### src/rtl/asa_types.sv
// Shared types for the ASA response framer: header field layout, framer FSM states, response message.
package asa_types;

    localparam int HDR_TAG_LSB = 0;
    localparam int HDR_TAG_W   = 8;
    localparam int HDR_CNT_LSB = 8;
    localparam int HDR_CNT_W   = 12;
    localparam int HDR_SRC_LSB = 20;

    // The dst field sits directly above the src field, whose width follows the tile ID width.
    function automatic int hdr_dst_lsb(input int xy_sz);
        return HDR_SRC_LSB + 2 * xy_sz;
    endfunction

    typedef enum logic [1:0] {
        S_IDLE = 2'd0,
        S_HDR  = 2'd1,
        S_DATA = 2'd2
    } framer_state_t;

    localparam int ASA_RESP_W = 64;
    typedef logic [ASA_RESP_W-1:0] ASARespMsg;

endpackage

### src/rtl/asa_resp_fifo.sv
// Synchronous FIFO holding whole ASA responses; head entry is readable combinationally.
// Push is refused when full unless a pop happens in the same cycle.
module asa_resp_fifo
    import asa_types::*;
#(
    parameter int WIDTH = 64,
    parameter int DEPTH = 4
) (
    input  logic                       clk_ctrl,
    input  logic                       clk_ctrl_rst_high,
    input  logic                       push,
    input  logic [WIDTH-1:0]           push_dat,
    input  logic                       pop,
    output logic [WIDTH-1:0]           head_dat,
    output logic                       full,
    output logic                       empty,
    output logic [$clog2(DEPTH):0]     count
);

    localparam int AW = $clog2(DEPTH);

    logic [WIDTH-1:0] mem [DEPTH];
    logic [AW-1:0]    wr_ptr;
    logic [AW-1:0]    rd_ptr;
    logic             do_push;
    logic             do_pop;

    assign full     = (count == (AW+1)'(DEPTH));
    assign empty    = (count == '0);
    assign do_push  = push && (!full || pop);
    assign do_pop   = pop && !empty;
    assign head_dat = mem[rd_ptr];

    always_ff @(posedge clk_ctrl) begin
        if (clk_ctrl_rst_high) begin
            wr_ptr <= '0;
            rd_ptr <= '0;
            count  <= '0;
        end else begin
            if (do_push) wr_ptr <= wr_ptr + 1'b1;
            if (do_pop)  rd_ptr <= rd_ptr + 1'b1;
            case ({do_push, do_pop})
                2'b10:   count <= count + 1'b1;
                2'b01:   count <= count - 1'b1;
                default: count <= count;
            endcase
        end
    end

    // Storage needs no reset: entries are only read once count says they are valid.
    always_ff @(posedge clk_ctrl) begin
        if (do_push) mem[wr_ptr] <= push_dat;
    end

endmodule

### src/rtl/asa_resp_framer.sv
// Frames buffered ASA responses into AXI-stream packets: one header beat then RESP_W/32 payload beats.
// Header beat two edges after a push into an empty FIFO; outputs hold while TREADY is low.
module asa_resp_framer
    import asa_types::*;
#(
    parameter int XY_SZ      = 3,
    parameter int RESP_W     = 64,
    parameter int FIFO_DEPTH = 4
) (
    input  logic                 clk_ctrl,
    input  logic                 clk_ctrl_rst_high,
    input  logic [2*XY_SZ-1:0]   HsrcId,
    input  logic [31:0]          header_in,
    input  logic                 header_in_vld,
    input  logic                 resp_val,
    output logic                 resp_rdy,
    input  logic [RESP_W-1:0]    resp_msg,
    output logic                 stream_out_TVALID,
    output logic [31:0]          stream_out_TDATA,
    output logic [3:0]           stream_out_TKEEP,
    output logic                 stream_out_TLAST,
    input  logic                 stream_out_TREADY,
    output logic [15:0]          pkt_count
);

    localparam int ID_W    = 2 * XY_SZ;
    localparam int NW      = RESP_W / 32;
    localparam int WW      = (NW > 1) ? $clog2(NW) : 1;
    localparam int CW      = $clog2(FIFO_DEPTH) + 1;
    localparam int DST_LSB = hdr_dst_lsb(XY_SZ);

    framer_state_t     state;
    logic [31:0]       hdr_reg;
    logic              hdr_seen;
    logic [WW-1:0]     w;
    logic [WW-1:0]     w_nxt;
    logic [31:0]       hdr_word;
    logic [31:0]       words [NW];

    logic              push;
    logic              pop;
    logic              more;
    logic [RESP_W-1:0] head_dat;
    logic              fifo_full;
    logic              fifo_empty;
    logic [CW-1:0]     fifo_count;

    // Request fields that the response header never reflects.
    logic unused_hdr_bits;
    assign unused_hdr_bits = ^{hdr_reg[31:HDR_SRC_LSB+ID_W], hdr_reg[HDR_CNT_LSB +: HDR_CNT_W]};

    assign resp_rdy = !fifo_full;
    assign push     = resp_val && resp_rdy;
    assign pop      = (state == S_DATA) && stream_out_TREADY && stream_out_TLAST;
    assign more     = (fifo_count > CW'(1)) || push;
    assign w_nxt    = w + 1'b1;

    asa_resp_fifo #(
        .WIDTH (RESP_W),
        .DEPTH (FIFO_DEPTH)
    ) u_fifo (
        .clk_ctrl          (clk_ctrl),
        .clk_ctrl_rst_high (clk_ctrl_rst_high),
        .push              (push),
        .push_dat          (resp_msg),
        .pop               (pop),
        .head_dat          (head_dat),
        .full              (fifo_full),
        .empty             (fifo_empty),
        .count             (fifo_count)
    );

    always_comb begin
        for (int i = 0; i < NW; i++) words[i] = head_dat[32*i +: 32];
    end

    // Reply goes back to the requester: its src becomes our dst.
    always_comb begin
        hdr_word = '0;
        hdr_word[HDR_TAG_LSB +: HDR_TAG_W] = hdr_reg[HDR_TAG_LSB +: HDR_TAG_W];
        hdr_word[HDR_CNT_LSB +: HDR_CNT_W] = HDR_CNT_W'(NW);
        hdr_word[HDR_SRC_LSB +: ID_W]      = HsrcId;
        hdr_word[DST_LSB +: ID_W]          = hdr_reg[HDR_SRC_LSB +: ID_W];
    end

    always_ff @(posedge clk_ctrl) begin
        if (clk_ctrl_rst_high) begin
            hdr_reg  <= '0;
            hdr_seen <= 1'b0;
        end else if (header_in_vld) begin
            hdr_reg  <= header_in;
            hdr_seen <= 1'b1;
        end
    end

    // The header word is sampled into TDATA on entry to HDR, so later strobes only affect later packets.
    always_ff @(posedge clk_ctrl) begin
        if (clk_ctrl_rst_high) begin
            state             <= S_IDLE;
            w                 <= '0;
            stream_out_TVALID <= 1'b0;
            stream_out_TDATA  <= '0;
            stream_out_TKEEP  <= '0;
            stream_out_TLAST  <= 1'b0;
            pkt_count         <= '0;
        end else begin
            case (state)
                S_IDLE: begin
                    if (!fifo_empty && hdr_seen) begin
                        state             <= S_HDR;
                        stream_out_TVALID <= 1'b1;
                        stream_out_TDATA  <= hdr_word;
                        stream_out_TKEEP  <= 4'hF;
                        stream_out_TLAST  <= 1'b0;
                    end
                end
                S_HDR: begin
                    if (stream_out_TREADY) begin
                        state            <= S_DATA;
                        w                <= '0;
                        stream_out_TDATA <= words[0];
                        stream_out_TLAST <= (NW == 1);
                    end
                end
                S_DATA: begin
                    if (stream_out_TREADY) begin
                        if (stream_out_TLAST) begin
                            pkt_count        <= pkt_count + 16'd1;
                            stream_out_TLAST <= 1'b0;
                            if (more) begin
                                state            <= S_HDR;
                                stream_out_TDATA <= hdr_word;
                            end else begin
                                state             <= S_IDLE;
                                stream_out_TVALID <= 1'b0;
                                stream_out_TDATA  <= '0;
                                stream_out_TKEEP  <= '0;
                            end
                        end else begin
                            w                <= w_nxt;
                            stream_out_TDATA <= words[w_nxt];
                            stream_out_TLAST <= (w_nxt == WW'(NW - 1));
                        end
                    end
                end
                default: begin
                    state             <= S_IDLE;
                    stream_out_TVALID <= 1'b0;
                end
            endcase
        end
    end

endmodule

### config.mk
export PLATFORM = sky130hd
export DESIGN_NAME = asa_resp_framer
export DESIGN_NICKNAME = d
export VERILOG_FILES = /design/src/rtl/asa_types.sv /design/src/rtl/asa_resp_fifo.sv /design/src/rtl/asa_resp_framer.sv
export SDC_FILE = /design/constraint.sdc
export NUM_CORES = 1
export LEC_CHECK = 0
export BUFFER_PORTS_ARGS = -buffer_cell sky130_fd_sc_hd__buf_2
export CAP_MARGIN = 40
export CORE_ASPECT_RATIO = 1.25
export CORE_MARGIN = 4
export CORE_UTILIZATION = 58
export CTS_CLUSTER_DIAMETER = 150
export DETAILED_ROUTE_END_ITERATION = 10
export PLACE_DENSITY_LB_ADDON = 0.05
export SYNTH_ARGS = -nofsm -noshare
export SYNTH_HDL_FRONTEND = slang
export SYNTH_HIERARCHICAL = 1
export SYNTH_SLANG_ARGS = --single-unit
### constraint.sdc
create_clock -name clk_ctrl -period 4.7 [get_ports clk_ctrl]
set_clock_uncertainty 0.1 [all_clocks]
set_input_delay 0.94 -clock clk_ctrl [delete_from_list [all_inputs] [get_ports clk_ctrl]]
set_output_delay 0.94 -clock clk_ctrl [all_outputs]
set_load 0.01 [all_outputs]
==> run summary <==
ROUTE
--------------------------------------------------------------------------------------------------------
Uppermost layer routed                                                                              met5
Routed metal-1 wirelength                                                                       10800 um
Total met3 wirelength after detailed routing                                                     1550 um
Starting DRC count in detailed routing                                                               504
Sum of routed wire length over all layers                                                       27000 um
Post-detailed-route DRC marker count                                                                   0
Remaining number of nets flagged by the antenna check after routing                                    0
Met2 WL post-DR                                                                                 14100 um
Count of vias placed by the detailed router                                                         7197
Number of detailed-routing iterations run before antenna repair                                        5
Number of vias per cell                                                                             5.97
Routed wire length per instance                                                                  22.4 um

CELLS AND AREA
--------------------------------------------------------------------------------------------------------
Top Registers                                                                               u_fifo/mem: 256 flops, stream_out_TDATA: 32 flops, pkt_count: 16 flops
Final layout net count                                                                              1021
Share of the core filled with cells                                                                69.0%
Most frequent cells in the layout                                                           edfxtp_1, buf_2, dfxtp_1
Layout Area Growth over Synthesis                                                                  15.8%
Commonest non-fill, non-tap cell in the layout                                                  edfxtp_1
Largest register by flop count                                                                u_fifo/mem
Ratio of cells with drive above 1 in the final layout                                              30.5%
Combined area of the multi-input logic cells                                                  3300 sq um
# fillers                                                                                           1443
Footprint of the flip-flops and latches                                                       9250 sq um
Number of flip-flops under the largest register name                                                 256

POWER AND IR DROP
--------------------------------------------------------------------------------------------------------
Maximum ir drop on the vdd rail                                                                   363 uV
Power density of the placed cells                                                            465 nW/um^2
Cell Int Power                                                                                   5.31 mW
Switching part of the total power                                                                  24.0%
Reported net switching power                                                                     1.68 mW
Combinational share of power                                                                       13.3%
Clock share of power                                                                               36.8%
Sequential share of power                                                                          49.9%
Leak Pwr                                                                                         5.27 nW

TIMING
--------------------------------------------------------------------------------------------------------
Minimum setup slack in the final design                                                          1.36 ns
Total Neg Setup Slack                                                                               0 ns
Slew headroom                                                                                      52.7%
Final min period                                                                                 3.34 ns
Setup repair after global routing missed its margin                                                false
Ratio of final minimum period to clock period                                                      71.0%
Setup violation total in the final timing report                                                       0
Hold Vio Cnt, Final                                                                                    0
Fmax                                                                                             300 MHz
Final count of pins violating max slew                                                                 0
Transition time at the pin with the least slew margin                                           0.709 ns

CLOCK NETWORK
--------------------------------------------------------------------------------------------------------
CTS max path bufs                                                                                      3
CTS sink count                                                                                       334
Post-cts sizing count                                                                                  0
Post-CTS clock slew at the launch and capture registers of the worst setup and hold paths        0.06 ns
TritonCTS clock tree                                                                                 yes
Setup bufs post-CTS                                                                                    0
Cts bufs inserted                                                                                     31
Clock insertion delay at the later pin of the skew report                                        0.55 ns
CTS Hold Buffers Added                                                                                 0
Library cell used as clock root buffer                                                         clkbuf_16
H-Tree Level Count                                                                                     1

WORST HOLD PATH
--------------------------------------------------------------------------------------------------------
Number of instances on the worst hold path                                                             2
Hold-critical path endpoint                                                                 stream_out_TDATA[10]
HP Start                                                                                    stream_out_TDATA[10]
Worst Hold Class                                                                            register to register

LOGIC SYNTHESIS
--------------------------------------------------------------------------------------------------------
Complex-gate fraction of the synthesized area                                                      6.55%
Synthesized netlist cell count                                                                       752
Number of nets produced by synthesis                                                                 870
Sequential area share after synthesis                                                              71.3%
Yosys Warn Count                                                                                       6
Combinational family with the most area after synthesis                                     multiplexers
Post-synthesis area per instance                                                              17.3 sq um
Post-synthesis simple-gate area fraction                                                           4.16%
Top cells by area in the synthesized netlist                                                edfxtp_1, dfxtp_1, mux4_2
Post-synthesis adder-cell area fraction                                                            1.12%
Post-Synth XOR/XNOR Area                                                                          0.877%
Number of flip-flops and latches in the synthesized netlist                                          334
EDFF count, synth                                                                                    256
FFs w/ async S/R, synth                                                                               0%
Fraction of post-synthesis cell area in the top cell type by area                                  59.2%
Cell area after synthesis                                                                    13000 sq um
Yosys top cell by area                                                                          edfxtp_1
Most used DFF post-synth                                                                        edfxtp_1
Portion of netlist area occupied by mux cells                                                      12.6%
Count of different cell masters after synthesis                                                       57

FLOORPLAN
--------------------------------------------------------------------------------------------------------
Area of the core                                                                             21800 sq um
Vert. Die Dim                                                                                     175 um
Number of top-level design ports                                                                     162
FP Rows                                                                                               60
Horizontal die dimension                                                                          142 um
DIE AREA                                                                                     24800 sq um
Starting utilization of the core area                                                              59.6%

RUN STATUS
--------------------------------------------------------------------------------------------------------
Status                                                                                      finished clean

GLOBAL ROUTE
--------------------------------------------------------------------------------------------------------
Initial antenna violation count                                                                        4
Vias in the first global route                                                                      7615
Tot GR Track Use                                                                                   22.0%
Maximum number of pins on one net before global-route repair                                          48
First-pass GRT wire length                                                                      42400 um
GR Overflow Total                                                                                      0

SETUP PATH
--------------------------------------------------------------------------------------------------------
Critical Path AT                                                                                 3.47 ns
Reg2reg setup slack                                                                              1.36 ns
Worst setup path category                                                                   register to register
Endpoint of the worst register-to-register path                                             u_fifo/mem[2][0]
Data required, critical path                                                                     4.84 ns
Number of cell instances on the worst register-to-register path                                        8
Startpoint of the most critical register-to-register path                                       state[0]
Largest fanout of any net on the critical path                                                        40
Critical Path Source Type                                                                       register
Endpoint kind of the worst setup timing path                                                    register

PLACE
--------------------------------------------------------------------------------------------------------
Count of port buffers added during placement                                                         143
Routability-driven placement congestion ratio                                                      0.810
Post-DP HPWL                                                                                    17600 um
Post-place setup slack                                                                           1.13 ns

FLOW RUN
--------------------------------------------------------------------------------------------------------
Max-cap violations                                                                                     0

per-stage QoR:
stage / area [sq um] / instances / power (mW) / hold WS, ns
detailed placement: 14000 / 1149 / 4.48 / 0.355
CTS: 15000 / 1204 / 7.05 / 0.370
finish: 15000 / 1206 / 6.99 / 0.368
global route: 15000 / 1206 / 7.28 / 0.392
global placement: 13900 / 1145 / 4.43 / 0.349
floorplan: 13000 / 752 / 4.10 / 0.341
metal layers:
| metal | track usage, % | vias to the layer above |
|---|---|---|
| li1 | - | 3262 |
| met1 | 28.6 | 3668 |
| met2 | 38.4 | 215 |
| met3 | 3.91 | 48 |
| met4 | 6.08 | 4 |
| met5 | 0 | - |
power by group through the flow:
| stage | Sequential (mW) | Clock [mW] | Combinational, mW |
|---|---|---|---|
| after floorplan | 3.57 | 0 | 0.533 |
| after detailed placement | 3.55 | 0 | 0.935 |
| after CTS | 3.48 | 2.63 | 0.939 |
| after global placement | 3.53 | 0 | 0.902 |
| final | 3.48 | 2.57 | 0.930 |
| after global routing | 3.50 | 2.76 | 1.01 |
worst max-delay path, stage by stage (launching register included):
cell and delay (ns):
dfxtp_1 0.34, inv_1 0.11, ha_1 0.35, nand3_1 0.40, inv_1 0.32, inv_1 0.10, a21boi_2 0.33, and2_4 0.65
buf_12 0.28
layout make-up:
| cell class | count | area share [%] |
|---|---|---|
| Clock inverter | 14 | 1.47 |
| Timing Repair Buffer | 162 | 6.28 |
| Tap cell | 279 | 2.32 |
| Antenna cell | 2 | 0.0333 |
| Clock buffer | 41 | 5.54 |
| Multi-Input combinational cell | 340 | 21.9 |
| Sequential cell | 334 | 61.6 |
| Inverter | 34 | 0.849 |
cell usage after synthesis, drive strengths merged, types with 5 or more instances:
| library cell | count |
|---|---|
| edfxtp | 256 |
| dfxtp | 78 |
| mux4 | 64 |
| nor2 | 41 |
| o21ai | 41 |
| inv | 33 |
| buf | 25 |
| clkbuf | 19 |
| nand3 | 19 |
| a22oi | 17 |
| a221oi | 16 |
| mux2i | 16 |
| o22ai | 16 |
| nand2 | 14 |
| a21oi | 12 |
| ha | 10 |
| xnor2 | 8 |
| and2 | 7 |
| nor3 | 6 |
| a31oi | 5 |
| nand2b | 5 |
| xor2 | 5 |
worst max path at each step:
stage                                  from                 to  slack, ns
final                              state[0]   u_fifo/mem[2][0]       1.36
after detailed placement  stream_out_TREADY  u_fifo/mem[2][25]       1.13
after CTS                          state[0]   u_fifo/mem[2][3]       1.35
after floorplan           stream_out_TREADY   u_fifo/mem[0][0]       0.91
after global routing               state[0]   u_fifo/mem[2][3]       1.09
after global placement    stream_out_TREADY  u_fifo/mem[0][54]       1.22
cells by family (layout without fill, tap and decap cells):
| group | Yosys count | count (layout) |
|---|---|---|
| DFF | 334 | 334 |
| AOI/OAI and AO/OA | 126 | 126 |
| and+or+nand+nor | 108 | 108 |
| muxes | 82 | 82 |
| buffers and inverters | 78 | 251 |
| xor gates and xnor gates | 13 | 13 |
| adders and majority gates | 11 | 11 |
| other | 0 | 2 |
Power figures use the tool's default switching activity.
